File: config.mk
export PLATFORM = sky130hd
export DESIGN_NAME = reorder_buf
export DESIGN_NICKNAME = d
export VERILOG_FILES = /design/src/rtl/reorder_buf_pkg.sv /design/src/rtl/reorder_buf_rob_id_dec.sv /design/src/rtl/reorder_buf.sv
export SDC_FILE = /design/constraint.sdc
export NUM_CORES = 2
export LEC_CHECK = 0
export BUFFER_PORTS_ARGS = -buffer_cell sky130_fd_sc_hd__buf_4
export CORE_MARGIN = 3
export CORE_UTILIZATION = 61
export CTS_CLUSTER_DIAMETER = 150
export CTS_CLUSTER_SIZE = 24
export DETAILED_ROUTE_END_ITERATION = 7
export GPL_ROUTABILITY_DRIVEN = 0
export PLACE_DENSITY = 0.77
export SYNTH_ARGS = -nofsm -noshare
export SYNTH_HDL_FRONTEND = slang
export SYNTH_SLANG_ARGS = --single-unit
File: constraint.sdc
create_clock -name clk -period 8.7 [get_ports clk]
set_input_delay 1.74 -clock clk [delete_from_list [all_inputs] [get_ports clk]]
set_output_delay 1.74 -clock clk [all_outputs]
set_load 0.01 [all_outputs]
File: src/rtl/reorder_buf_pkg.sv
// ----------------------------------------------------------------------------
// reorder_buf_pkg
//  Shared sizing constants, types and helpers for the reorder buffer.
//  ROB ids run 1..ROB_SZ (id = index + 1); id 0 (ROB_ID_NONE) means "no tag".
//  No ports (package).
// ----------------------------------------------------------------------------
package reorder_buf_pkg;

  localparam int ROB_SZ = 16;
  localparam int ROB_AW = 4;
  localparam int CNT_W  = ROB_AW + 1;
  localparam int XLEN   = 32;
  localparam int RD_W   = 5;

  localparam logic [XLEN-1:0] ROB_ID_NONE = '0;
  localparam logic [CNT_W-1:0] ROB_CNT_FULL = CNT_W'(ROB_SZ);

  typedef logic [ROB_AW-1:0] rob_idx_t;

  // Per-entry fields fixed at allocation time.
  typedef struct packed {
    logic [RD_W-1:0] rd;
    logic            is_br;
    logic            is_st;
    logic            pred;
  } rob_meta_t;

  function automatic logic [XLEN-1:0] idx_to_id(input rob_idx_t idx);
    return XLEN'(idx) + XLEN'(1);
  endfunction

endpackage

File: src/rtl/reorder_buf_rob_id_dec.sv
// ----------------------------------------------------------------------------
// rob_id_dec
//  Converts a 32-bit ROB id into a storage index and flags whether the id
//  names a real entry (1..ROB_SZ). Used for both lookups and both CDBs.
//  Ports:
//    i_id    in   XLEN    ROB id (0 = no tag)
//    o_idx   out  ROB_AW  entry index (id - 1, modulo ROB_SZ)
//    o_valid out  1       id is in 1..ROB_SZ
// ----------------------------------------------------------------------------
module rob_id_dec
  import reorder_buf_pkg::*;
(
  input  logic [XLEN-1:0] i_id,
  output rob_idx_t        o_idx,
  output logic            o_valid
);

  assign o_valid = (i_id != ROB_ID_NONE) && (i_id <= XLEN'(ROB_SZ));
  // Only the low bits matter for the index; out-of-range ids are masked by o_valid.
  assign o_idx   = i_id[ROB_AW-1:0] - ROB_AW'(1);

endmodule

File: src/rtl/reorder_buf.sv
// ----------------------------------------------------------------------------
// reorder_buf
//  Circular in-order reorder buffer: allocates ids at issue, captures results
//  from the ex/ld CDBs, answers two operand lookups, retires one entry per
//  cycle in order and raises a flush pulse on a mispredicted branch.
//  Optional feature macro: ROB_PERF_CNT_EN (adds commit/flush counters).
//  Ports:
//    clk, rst, rdy                      clock, sync active-high reset, global enable
//    ID_alloc_flag/_rd/_is_br/_is_st/_pred   allocation request and entry fields
//    rob_alloc_id, rob_full             id for next allocation, buffer full
//    rob_id1/2 -> rob_id1/2_rdy/_val    combinational operand lookups
//    ex_cdb_flag/_rob_id/_val/_jump/_target   ALU result broadcast
//    ld_cdb_flag/_rob_id/_val           load result broadcast
//    ROB_cmt_flag/_rd/_rob_id/_val/_is_st     registered commit pulse and fields
//    jump_wrong_stall, jump_wrong_pc    registered mispredict flush pulse + redirect
//    perf_cmt_cnt, perf_flush_cnt       (ROB_PERF_CNT_EN only) event counters
// ----------------------------------------------------------------------------
module reorder_buf
  import reorder_buf_pkg::*;
(
  input  logic            clk,
  input  logic            rst,
  input  logic            rdy,
  input  logic            ID_alloc_flag,
  input  logic [RD_W-1:0] ID_alloc_rd,
  input  logic            ID_alloc_is_br,
  input  logic            ID_alloc_is_st,
  input  logic            ID_alloc_pred,
  output logic [XLEN-1:0] rob_alloc_id,
  output logic            rob_full,
  input  logic [XLEN-1:0] rob_id1,
  input  logic [XLEN-1:0] rob_id2,
  output logic            rob_id1_rdy,
  output logic            rob_id2_rdy,
  output logic [XLEN-1:0] rob_id1_val,
  output logic [XLEN-1:0] rob_id2_val,
  input  logic            ex_cdb_flag,
  input  logic [XLEN-1:0] ex_cdb_rob_id,
  input  logic [XLEN-1:0] ex_cdb_val,
  input  logic            ex_cdb_jump,
  input  logic [XLEN-1:0] ex_cdb_target,
  input  logic            ld_cdb_flag,
  input  logic [XLEN-1:0] ld_cdb_rob_id,
  input  logic [XLEN-1:0] ld_cdb_val,
  output logic            ROB_cmt_flag,
  output logic [RD_W-1:0] ROB_cmt_rd,
  output logic [XLEN-1:0] ROB_cmt_rob_id,
  output logic [XLEN-1:0] ROB_cmt_val,
  output logic            ROB_cmt_is_st,
  output logic            jump_wrong_stall,
  output logic [XLEN-1:0] jump_wrong_pc
`ifdef ROB_PERF_CNT_EN
  ,
  output logic [31:0]     perf_cmt_cnt,
  output logic [31:0]     perf_flush_cnt
`endif
);

  // Entry storage, one array per field.
  logic [ROB_SZ-1:0] r_valid;
  logic [ROB_SZ-1:0] r_ready;
  logic [ROB_SZ-1:0] r_jump;
  rob_meta_t         r_meta   [ROB_SZ];
  logic [XLEN-1:0]   r_val    [ROB_SZ];
  logic [XLEN-1:0]   r_target [ROB_SZ];

  rob_idx_t          r_head;
  rob_idx_t          r_tail;
  logic [CNT_W-1:0]  r_count;

  logic              r_cmt_flag;
  logic [RD_W-1:0]   r_cmt_rd;
  logic [XLEN-1:0]   r_cmt_rob_id;
  logic [XLEN-1:0]   r_cmt_val;
  logic              r_cmt_is_st;
  logic              r_jump_wrong_stall;
  logic [XLEN-1:0]   r_jump_wrong_pc;

  rob_idx_t  w_l1_idx, w_l2_idx, w_ex_idx, w_ld_idx;
  logic      w_l1_ok, w_l2_ok, w_ex_ok, w_ld_ok;
  rob_meta_t w_head_meta;
  logic      w_full, w_commit, w_flush, w_alloc, w_ex_wr, w_ld_wr;

  rob_id_dec u_dec_l1 (.i_id(rob_id1),       .o_idx(w_l1_idx), .o_valid(w_l1_ok));
  rob_id_dec u_dec_l2 (.i_id(rob_id2),       .o_idx(w_l2_idx), .o_valid(w_l2_ok));
  rob_id_dec u_dec_ex (.i_id(ex_cdb_rob_id), .o_idx(w_ex_idx), .o_valid(w_ex_ok));
  rob_id_dec u_dec_ld (.i_id(ld_cdb_rob_id), .o_idx(w_ld_idx), .o_valid(w_ld_ok));

  assign w_head_meta = r_meta[r_head];
  assign w_full      = (r_count == ROB_CNT_FULL);
  assign w_commit    = rdy && r_valid[r_head] && r_ready[r_head];
  assign w_flush     = w_commit && w_head_meta.is_br && (r_jump[r_head] != w_head_meta.pred);
  // Full status uses the pre-edge count, so a slot freed by this cycle's commit is not reused yet.
  assign w_alloc     = rdy && ID_alloc_flag && !w_full && !w_flush;
  // Results for stale or unallocated ids are dropped; a flush discards everything in flight.
  assign w_ex_wr     = rdy && ex_cdb_flag && w_ex_ok && r_valid[w_ex_idx] && !w_flush;
  assign w_ld_wr     = rdy && ld_cdb_flag && w_ld_ok && r_valid[w_ld_idx] && !w_flush;

  // Control state: pointers, count, valid/ready bits and registered outputs.
  // NOTE: sequential state uses non-blocking assignments so every register samples pre-edge values.
  always_ff @(posedge clk) begin
    if (rst) begin
      r_valid            <= '0;
      r_ready            <= '0;
      r_head             <= '0;
      r_tail             <= '0;
      r_count            <= '0;
      r_cmt_flag         <= 1'b0;
      r_cmt_rd           <= '0;
      r_cmt_rob_id       <= '0;
      r_cmt_val          <= '0;
      r_cmt_is_st        <= 1'b0;
      r_jump_wrong_stall <= 1'b0;
      r_jump_wrong_pc    <= '0;
    end else if (!rdy) begin
      r_cmt_flag         <= 1'b0;
      r_jump_wrong_stall <= 1'b0;
    end else begin
      r_cmt_flag         <= w_commit;
      r_jump_wrong_stall <= w_flush;
      if (w_commit) begin
        r_cmt_rd     <= w_head_meta.rd;
        r_cmt_rob_id <= idx_to_id(r_head);
        r_cmt_val    <= r_val[r_head];
        r_cmt_is_st  <= w_head_meta.is_st;
      end
      if (w_flush) begin
        r_jump_wrong_pc <= r_target[r_head];
        r_valid         <= '0;
        r_head          <= '0;
        r_tail          <= '0;
        r_count         <= '0;
      end else begin
        if (w_commit) begin
          r_valid[r_head] <= 1'b0;
          r_head          <= r_head + ROB_AW'(1);
        end
        if (w_alloc) begin
          r_valid[r_tail] <= 1'b1;
          r_ready[r_tail] <= 1'b0;
          r_tail          <= r_tail + ROB_AW'(1);
        end
        if (w_ld_wr) r_ready[w_ld_idx] <= 1'b1;
        if (w_ex_wr) r_ready[w_ex_idx] <= 1'b1;
        unique case ({w_alloc, w_commit})
          2'b10:   r_count <= r_count + CNT_W'(1);
          2'b01:   r_count <= r_count - CNT_W'(1);
          default: r_count <= r_count;
        endcase
      end
    end
  end

  // Payload storage.
  // NOTE: payload arrays carry no reset; an entry is only read once its valid/ready bits say it was written.
  always_ff @(posedge clk) begin
    if (w_alloc) begin
      r_meta[r_tail] <= '{rd: ID_alloc_rd, is_br: ID_alloc_is_br,
                          is_st: ID_alloc_is_st, pred: ID_alloc_pred};
      r_jump[r_tail] <= 1'b0;
    end
    if (w_ld_wr) r_val[w_ld_idx] <= ld_cdb_val;
    // ex is written after ld so it wins when both target the same entry.
    if (w_ex_wr) begin
      r_val[w_ex_idx] <= ex_cdb_val;
      if (r_meta[w_ex_idx].is_br) begin
        r_jump[w_ex_idx]   <= ex_cdb_jump;
        r_target[w_ex_idx] <= ex_cdb_target;
      end
    end
  end

  // Lookups see only settled entries; same-cycle CDB bypass lives in the register file.
  assign rob_id1_rdy = w_l1_ok && r_valid[w_l1_idx] && r_ready[w_l1_idx];
  assign rob_id2_rdy = w_l2_ok && r_valid[w_l2_idx] && r_ready[w_l2_idx];
  assign rob_id1_val = rob_id1_rdy ? r_val[w_l1_idx] : '0;
  assign rob_id2_val = rob_id2_rdy ? r_val[w_l2_idx] : '0;

  assign rob_alloc_id     = idx_to_id(r_tail);
  assign rob_full         = w_full;
  assign ROB_cmt_flag     = r_cmt_flag;
  assign ROB_cmt_rd       = r_cmt_rd;
  assign ROB_cmt_rob_id   = r_cmt_rob_id;
  assign ROB_cmt_val      = r_cmt_val;
  assign ROB_cmt_is_st    = r_cmt_is_st;
  assign jump_wrong_stall = r_jump_wrong_stall;
  assign jump_wrong_pc    = r_jump_wrong_pc;

`ifdef ROB_PERF_CNT_EN
  logic [31:0] r_perf_cmt_cnt;
  logic [31:0] r_perf_flush_cnt;

  // Free-running event counters; they wrap and are cleared only by reset.
  always_ff @(posedge clk) begin
    if (rst) begin
      r_perf_cmt_cnt   <= '0;
      r_perf_flush_cnt <= '0;
    end else begin
      if (w_commit) r_perf_cmt_cnt   <= r_perf_cmt_cnt + 32'd1;
      if (w_flush)  r_perf_flush_cnt <= r_perf_flush_cnt + 32'd1;
    end
  end

  assign perf_cmt_cnt   = r_perf_cmt_cnt;
  assign perf_flush_cnt = r_perf_flush_cnt;
`endif

endmodule
# --- Word-level counts from Yosys, hierarchy flattened ---
# Memory sizes are Yosys's and may differ from the RTL's. A register that Yosys moved wholly into a read port is not among the register bits.
# Cells that the tools add are included.
totals:
  reg_bits: 101
  ram_bits: 1152
  inputBits: 239
  output_inout_bits: 203
  word_cells: 159
  mem_count: 3
memory_table:
  columns: ["memory", "depth", "word_bits", "read_ports", "rd_clocked_by_memory_dff", "wr", "line", "rtl"]
  rows:
  - ["r_target", 16, 32, 1, 1, 1, "reorder_buf.sv:65", "logic [XLEN-1:0] r_target [ROB_SZ];"]
  - ["r_val", 16, 32, 3, 1, 2, "reorder_buf.sv:64", "logic [XLEN-1:0] r_val [ROB_SZ];"]
  - ["r_meta", 16, 8, 2, 1, 1, "reorder_buf.sv:63", "rob_meta_t r_meta [ROB_SZ];"]
classes:
  addsub: 10
  magnitude_cmp: 14
  n_eq_ne: 4
  n_mux: 64
  bitwise: 10
  reduce_logical: 43
ops:
  columns: ["op", "count"]
  rows:
  - ["$mux 16", 18]
  - ["$le 32x5->1 const B", 4]
  - ["$reduce_bool 32->1", 4]
  - ["$mux 32", 2]
  - ["$and 16x16->16", 3]
  - ["$or 16x16->16", 3]
  - ["$bmux 1 s4", 9]
  - ["$not 16->16", 2]
  - ["$lt 4x5->1 const B", 6]
  - ["$logic_and 1x1->1", 27]
  - ["$mux 4", 6]
  - ["$mux 1", 22]
  - ["$bwmux 16", 1]
  - ["$demux 1 s4", 4]
  - ["$ge 4x1->1 const B", 4]
  - ["$sub 4x1->4 const B", 4]
  - ["$reduce_and 2->1", 6]
  - ["$add 4x1->5 const B", 2]
  - ["$pmux 5 s2", 1]
  - ["$add 4x1->4 const B", 2]
  - ["$add 5x1->5 const B", 1]
  - ["$eq 5x5->1 const B", 1]
  - ["$mux 5", 1]
  - ["$sub 5x1->5 const B", 1]
  - ["8 further kinds", 11]

# --- Logic depth before layout (Yosys ltp) ---
logic_depth:
  depth_word: 19
  mapped_depth: 15
  mapped_depth_nobuf: 13

# --- Modules after synthesis ---
# A second synthesis with hierarchy kept.
unflattened:
  hier_cells: 3650
  area_unflattened_um2: 66045.8
modules_own_cells:
  columns: ["module", "n_inst", "cells_per_inst", "area_per_inst_um2", "seq_area_each_um2"]
  rows:
  - ["reorder_buf", 1, 3570, 65420.2, 37435.9]
  - ["rob_id_dec", 4, 20, 156.4, 0.0]

# --- Worst setup path before layout ---
# OpenSTA, ideal clock, no wires.
synth_timing:
  path_type: "input-to-output"
  start: "input port rob_id2[0]"
  end: "output port rob_id2_val[22]"
  t_arrival_ns: 5.772
  required_ns: 6.960
  setup_slack_ns: 1.188
  stages: 12
  n_path_buf: 5
  path_cell_list: "clkbuf_1 > buf_1 > buf_1 > inv_1 > ha_1 > xnor2_1 > clkbuf_1 > mux4_2 > mux4_2 > nor4_1 > clkbuf_1 > and2_1"
synth_between:
  elab_chain_cells: 6
  elab_cells_between_ends: 12
  classes_between: "add/sub: 1; order compare: 1; mux: 5; reduce/logical: 4; memory: 1"
synth_lines:
  columns: ["item", "line", "rtl"]
  rows:
  - ["start, declared", "reorder_buf.sv:32", "input logic [XLEN-1:0] rob_id2,"]
  - ["$sub 4x1->4", "reorder_buf_rob_id_dec.sv:20", "assign o_idx = i_id[ROB_AW-1:0] - ROB_AW'(1);"]
  - ["$bmux 1 s4", "reorder_buf.sv:175", "assign rob_id2_rdy = w_l2_ok && r_valid[w_l2_idx] && r_ready[w_l2_idx];"]
  - ["$mux 1 (not written as such)", "reorder_buf.sv:175", null]
  - ["$logic_and 1x1->1", "reorder_buf.sv:175", null]
  - ["$logic_and 1x1->1 (*)", "reorder_buf.sv:175", null]
  - ["via rob_id2_rdy", "reorder_buf.sv:34", "output logic rob_id2_rdy,"]
  - ["$mux 32 (*)", "reorder_buf.sv:177", "assign rob_id2_val = rob_id2_rdy ? r_val[w_l2_idx] : '0;"]
  - ["end, declared", "reorder_buf.sv:36", "output logic [XLEN-1:0] rob_id2_val,"]
# Mark *: on every way through the listed nets, which the timed path passes. The rest lies on a longest branch. The select of a mux whose other input is x is not followed.

# --- Final worst setup path ---
layout_timing:
  start: "input port rob_id1[0]"
  end: "output port rob_id1_val[29]"
layout_between:
  elab_chain_cells: 6
  elab_cells_between_ends: 12
  classes_between: "add/sub: 1; order compare: 1; mux: 5; reduce/logical: 4; memory: 1"
layout_lines:
  columns: ["item", "line", "rtl"]
  rows:
  - ["start, declared", "reorder_buf.sv:31", "input logic [XLEN-1:0] rob_id1,"]
  - ["$sub 4x1->4", "reorder_buf_rob_id_dec.sv:20", null]
  - ["$bmux 1 s4", "reorder_buf.sv:174", "assign rob_id1_rdy = w_l1_ok && r_valid[w_l1_idx] && r_ready[w_l1_idx];"]
  - ["$mux 1 (not written as such)", "reorder_buf.sv:174", null]
  - ["$logic_and 1x1->1 (2 in a row)", "reorder_buf.sv:174", null]
  - ["$mux 32 (*)", "reorder_buf.sv:176", "assign rob_id1_val = rob_id1_rdy ? r_val[w_l1_idx] : '0;"]
  - ["end, declared", "reorder_buf.sv:35", "output logic [XLEN-1:0] rob_id1_val,"]
# Every way passes the cells marked *; elsewhere a longest branch is shown, timed or not. The select of a mux whose other input is x is not followed.

==> results_dict.tcl <==
set metrics [dict create \
    synth_top_family_by_area "multiplexers" \
    grt_pass1_wl_um 271000 \
    clockBufferDepth 3 \
    htreeDepth 2 \
    io_pins 442 \
    cts_hold_buf 0 \
    gr-total-overflow 0 \
    setup_tns_ns 0 \
    synth-adder-area-share_pct 0.400 \
    netlist_instances 3686 \
    cp-start-kind "primary input" \
    nets 4142 \
    port_buffers 387 \
    slew_headroom_pct 14.6 \
    nFillCells 7048 \
    cts_num_sinks 1294 \
    p_switching_mw 2.40 \
    numCtsBuffers 59 \
    cpMostUsedCell "buf_4" \
    grt_max_degree 96 \
    swShare_pct 22.1 \
    hold_violations 0 \
    setup_viol 0 \
    drc 0 \
    yosysTopAreaCellShare_pct 52.6 \
    power_frac_comb_pct 8.0 \
    vias 38866 \
    synth_area_leader_cell "edfxtp_1" \
    hold_path.class "register to register" \
    synth_ff_type "edfxtp_1" \
    dp_hpwl_um 109000 \
    grt_usage_pct 33.4 \
    die_y_um 334 \
    endpoint_kind "output pin" \
    synthArstFlopShare_pct 0 \
    final_antenna_net_count 0 \
    core_area_um2 106000 \
    synth.area.top_cells "edfxtp_1 53%, mux4_2 24%, mux2_2 8.4%" \
    post-route-period-util_pct 81.1 \
    drtIter0Drc 5235 \
    clockRootBuffer "clkbuf_16" \
    wl_per_cell_um 34.9 \
    insertion_delay_ns 0.74 \
    fmax_mhz 142 \
    leakagePower_nw 22.5 \
    synth_sequential_area_ratio_pct 57.0 \
    routed_via_density 7.28 \
    synthMostInstantiatedCell "edfxtp_1" \
    syn2layout_area_growth_pct 8.75 \
    status "finished clean" \
    p_seq_share_pct 62.0 \
    synth_edf_count 1152 \
    rows 119 \
    period_needed_ns 7.05 \
    initial_core_util_pct 61.9 \
    synth-simple-area-share_pct 3.78 \
    grt_pass1_vias 38737 \
    utilization_pct 67.3 \
    dr.pass1.iters 6 \
    slew_violations 0 \
    path_cells "buf_8 > inv_1 > ha_4 > xnor2_2 > buf_4 > o21ai_0 > mux4_2 > nor4_2 > buf_4 > and2_1 > buf_4" \
    crit_path_max_incr_delay_ns 0.84 \
    cts-resized-gates 0 \
    finClkSkew_ns 0.0348 \
    final_layout_size_suffix_gt1_share_pct 45.8 \
    die-area_um2 112000 \
    clkTransAtPathRegs_ns 0.09 \
    cap_violations 0 \
    post-cts-setup-buffer-count 0 \
    wl_um 186000 \
    antenna_found_initial 19 \
    cts_tree "built" \
    synth_xor_area_share_pct 0.327 \
    crit_arrival_ns 5.31 \
    crit_buf_inv 5 \
    regArea_um2 37400 \
    netlist_area_um2 65700 \
    synth_common_cells "1,152 x edfxtp_1, 705 x mux4_2, 490 x mux2_2" \
    die_w_um 334 \
    synth_compound_area_share_pct 1.48 \
    critical-path-top-delay-family "buffers and inverters" \
    crit_slowest_cell "buf_4" \
    p_per_area_nw_per_um2 152 \
    yosys_warnings 0 \
    ys_ff_latch 1294 \
    cp_max_fo 36 \
    crit_type "primary input to output pin" \
    yosys-mux-area-fraction_pct 34.0 \
    ir_drop_mv 0.172 \
    p_clk_share_pct 30.0 \
    avgSynthCellArea_um2 17.8 \
    p_int_mw 8.49 \
    cp.required_ns 6.96 \
    ys_types 64 \
    worstMarginPinSlew_ns 1.28 \
    multi_input_area_um2 26800 \
    rsz0062_at_grt "false" \
]
[worst reg2reg max path, cell delays in order, from the launching register on]
cell and delay [ns]:
dfxtp_4 0.97, mux4_2 0.63, mux2i_1 0.21, mux2i_1 0.23, xor2_2 0.53, nor3_2 0.09, buf_4 0.36, nor4b_1 0.94
nand2_1 0.20, nand2_2 0.84, buf_4 0.49
[final timing paths]
kind	start	end	slack [ns]	cells after the start
hold / removal	jump_wrong_pc[3]	jump_wrong_pc[3]	0.46	2
hold reg to reg	jump_wrong_pc[3]	jump_wrong_pc[3]	0.46	2
setup reg to reg	r_head[0]	r_val[12][10]	2.85	10
setup / recovery	rob_id1[0]	rob_id1_val[29]	1.65	11
[power groups by stage]
stage               clock network [mW]  logic [mW]  registers (mW)
global route                      3.51       0.930            6.75
detailed placement                   0       0.866            6.89
floorplan                            0       0.564            6.89
finish                            3.26       0.875            6.75
global placement                     0       0.854            6.89
CTS                               3.30       0.869            6.75
[per-layer routing]
layer / share of wire, % / vias to the layer above / GRT usage, %
met5: 0.060 / - / 0
met4: 3.4 / 18 / 10.8
met1: 36 / 20202 / 45.8
met3: 12 / 406 / 8.39
li1: - / 15466 / -
met2: 49 / 2774 / 53.5
[final cells by class]
class                      instances  area share, %
clock inverter                     3          0.112
sequential                      1294           52.4
timing repair buffer             473           5.08
multi-input combinational       2027           37.4
clock buffer                     109           2.34
antenna                           13         0.0455
tap                             1391           2.44
inverter                          27          0.149
[cell usage in the layout (no fill, tap or decap), types with 21 or more instances in the layout]
master,synthesis,routed
edfxtp_1,1152,1152
mux4_2,705,705
mux2_2,490,490
buf_4,66,465
nand2_1,172,156
dfxtp_1,142,138
nor2_1,102,88
and2_1,72,72
mux2i_1,62,62
clkbuf_16,0,59
conb_1,1,54
clkbuf_1,207,49
a21oi_1,45,44
o21ai_0,35,35
nand3_1,32,32
nor4_1,34,32
mux2_1,24,24
inv_1,25,23
o211ai_1,21,21
[per-stage QoR]
stage / instances / hold slack [ns] / instance area, um^2 / power, mW / setup WS, ns
global placement: 5212 / 0.441 / 69700 / 7.75 / 1.62
detailed placement: 5212 / 0.448 / 69700 / 7.76 / 1.54
CTS: 5324 / 0.462 / 71400 / 10.9 / 1.54
floorplan: 3739 / 0.432 / 65900 / 7.46 / 1.19
global route: 5326 / 0.480 / 71400 / 11.2 / 1.33
finish: 5337 / 0.462 / 71500 / 10.9 / 1.65
[cells by family after synthesis]
logic type                 count (synthesis)
and+or+nand+nor                          489
other                                      1
DFF                                     1294
muxes                                   1284
adders and majority gates                 21
buffers and inverters                    418
xor gates and xnor gates                  22
AOI/OAI and AO/OA                        157
[sequential cells by signal, indices dropped and copies added (netlist names), named ones only]
name	count
ROB_cmt_flag	1
ROB_cmt_is_st	1
ROB_cmt_rd	5
ROB_cmt_rob_id	5
ROB_cmt_val	32
jump_wrong_pc	32
jump_wrong_stall	1
r_count	5
r_head	4
r_jump	16
r_meta	128
r_ready	16
r_tail	4
r_target	512
r_val	512
r_valid	16
No activity file was read; power rests on OpenSTA's default activity.
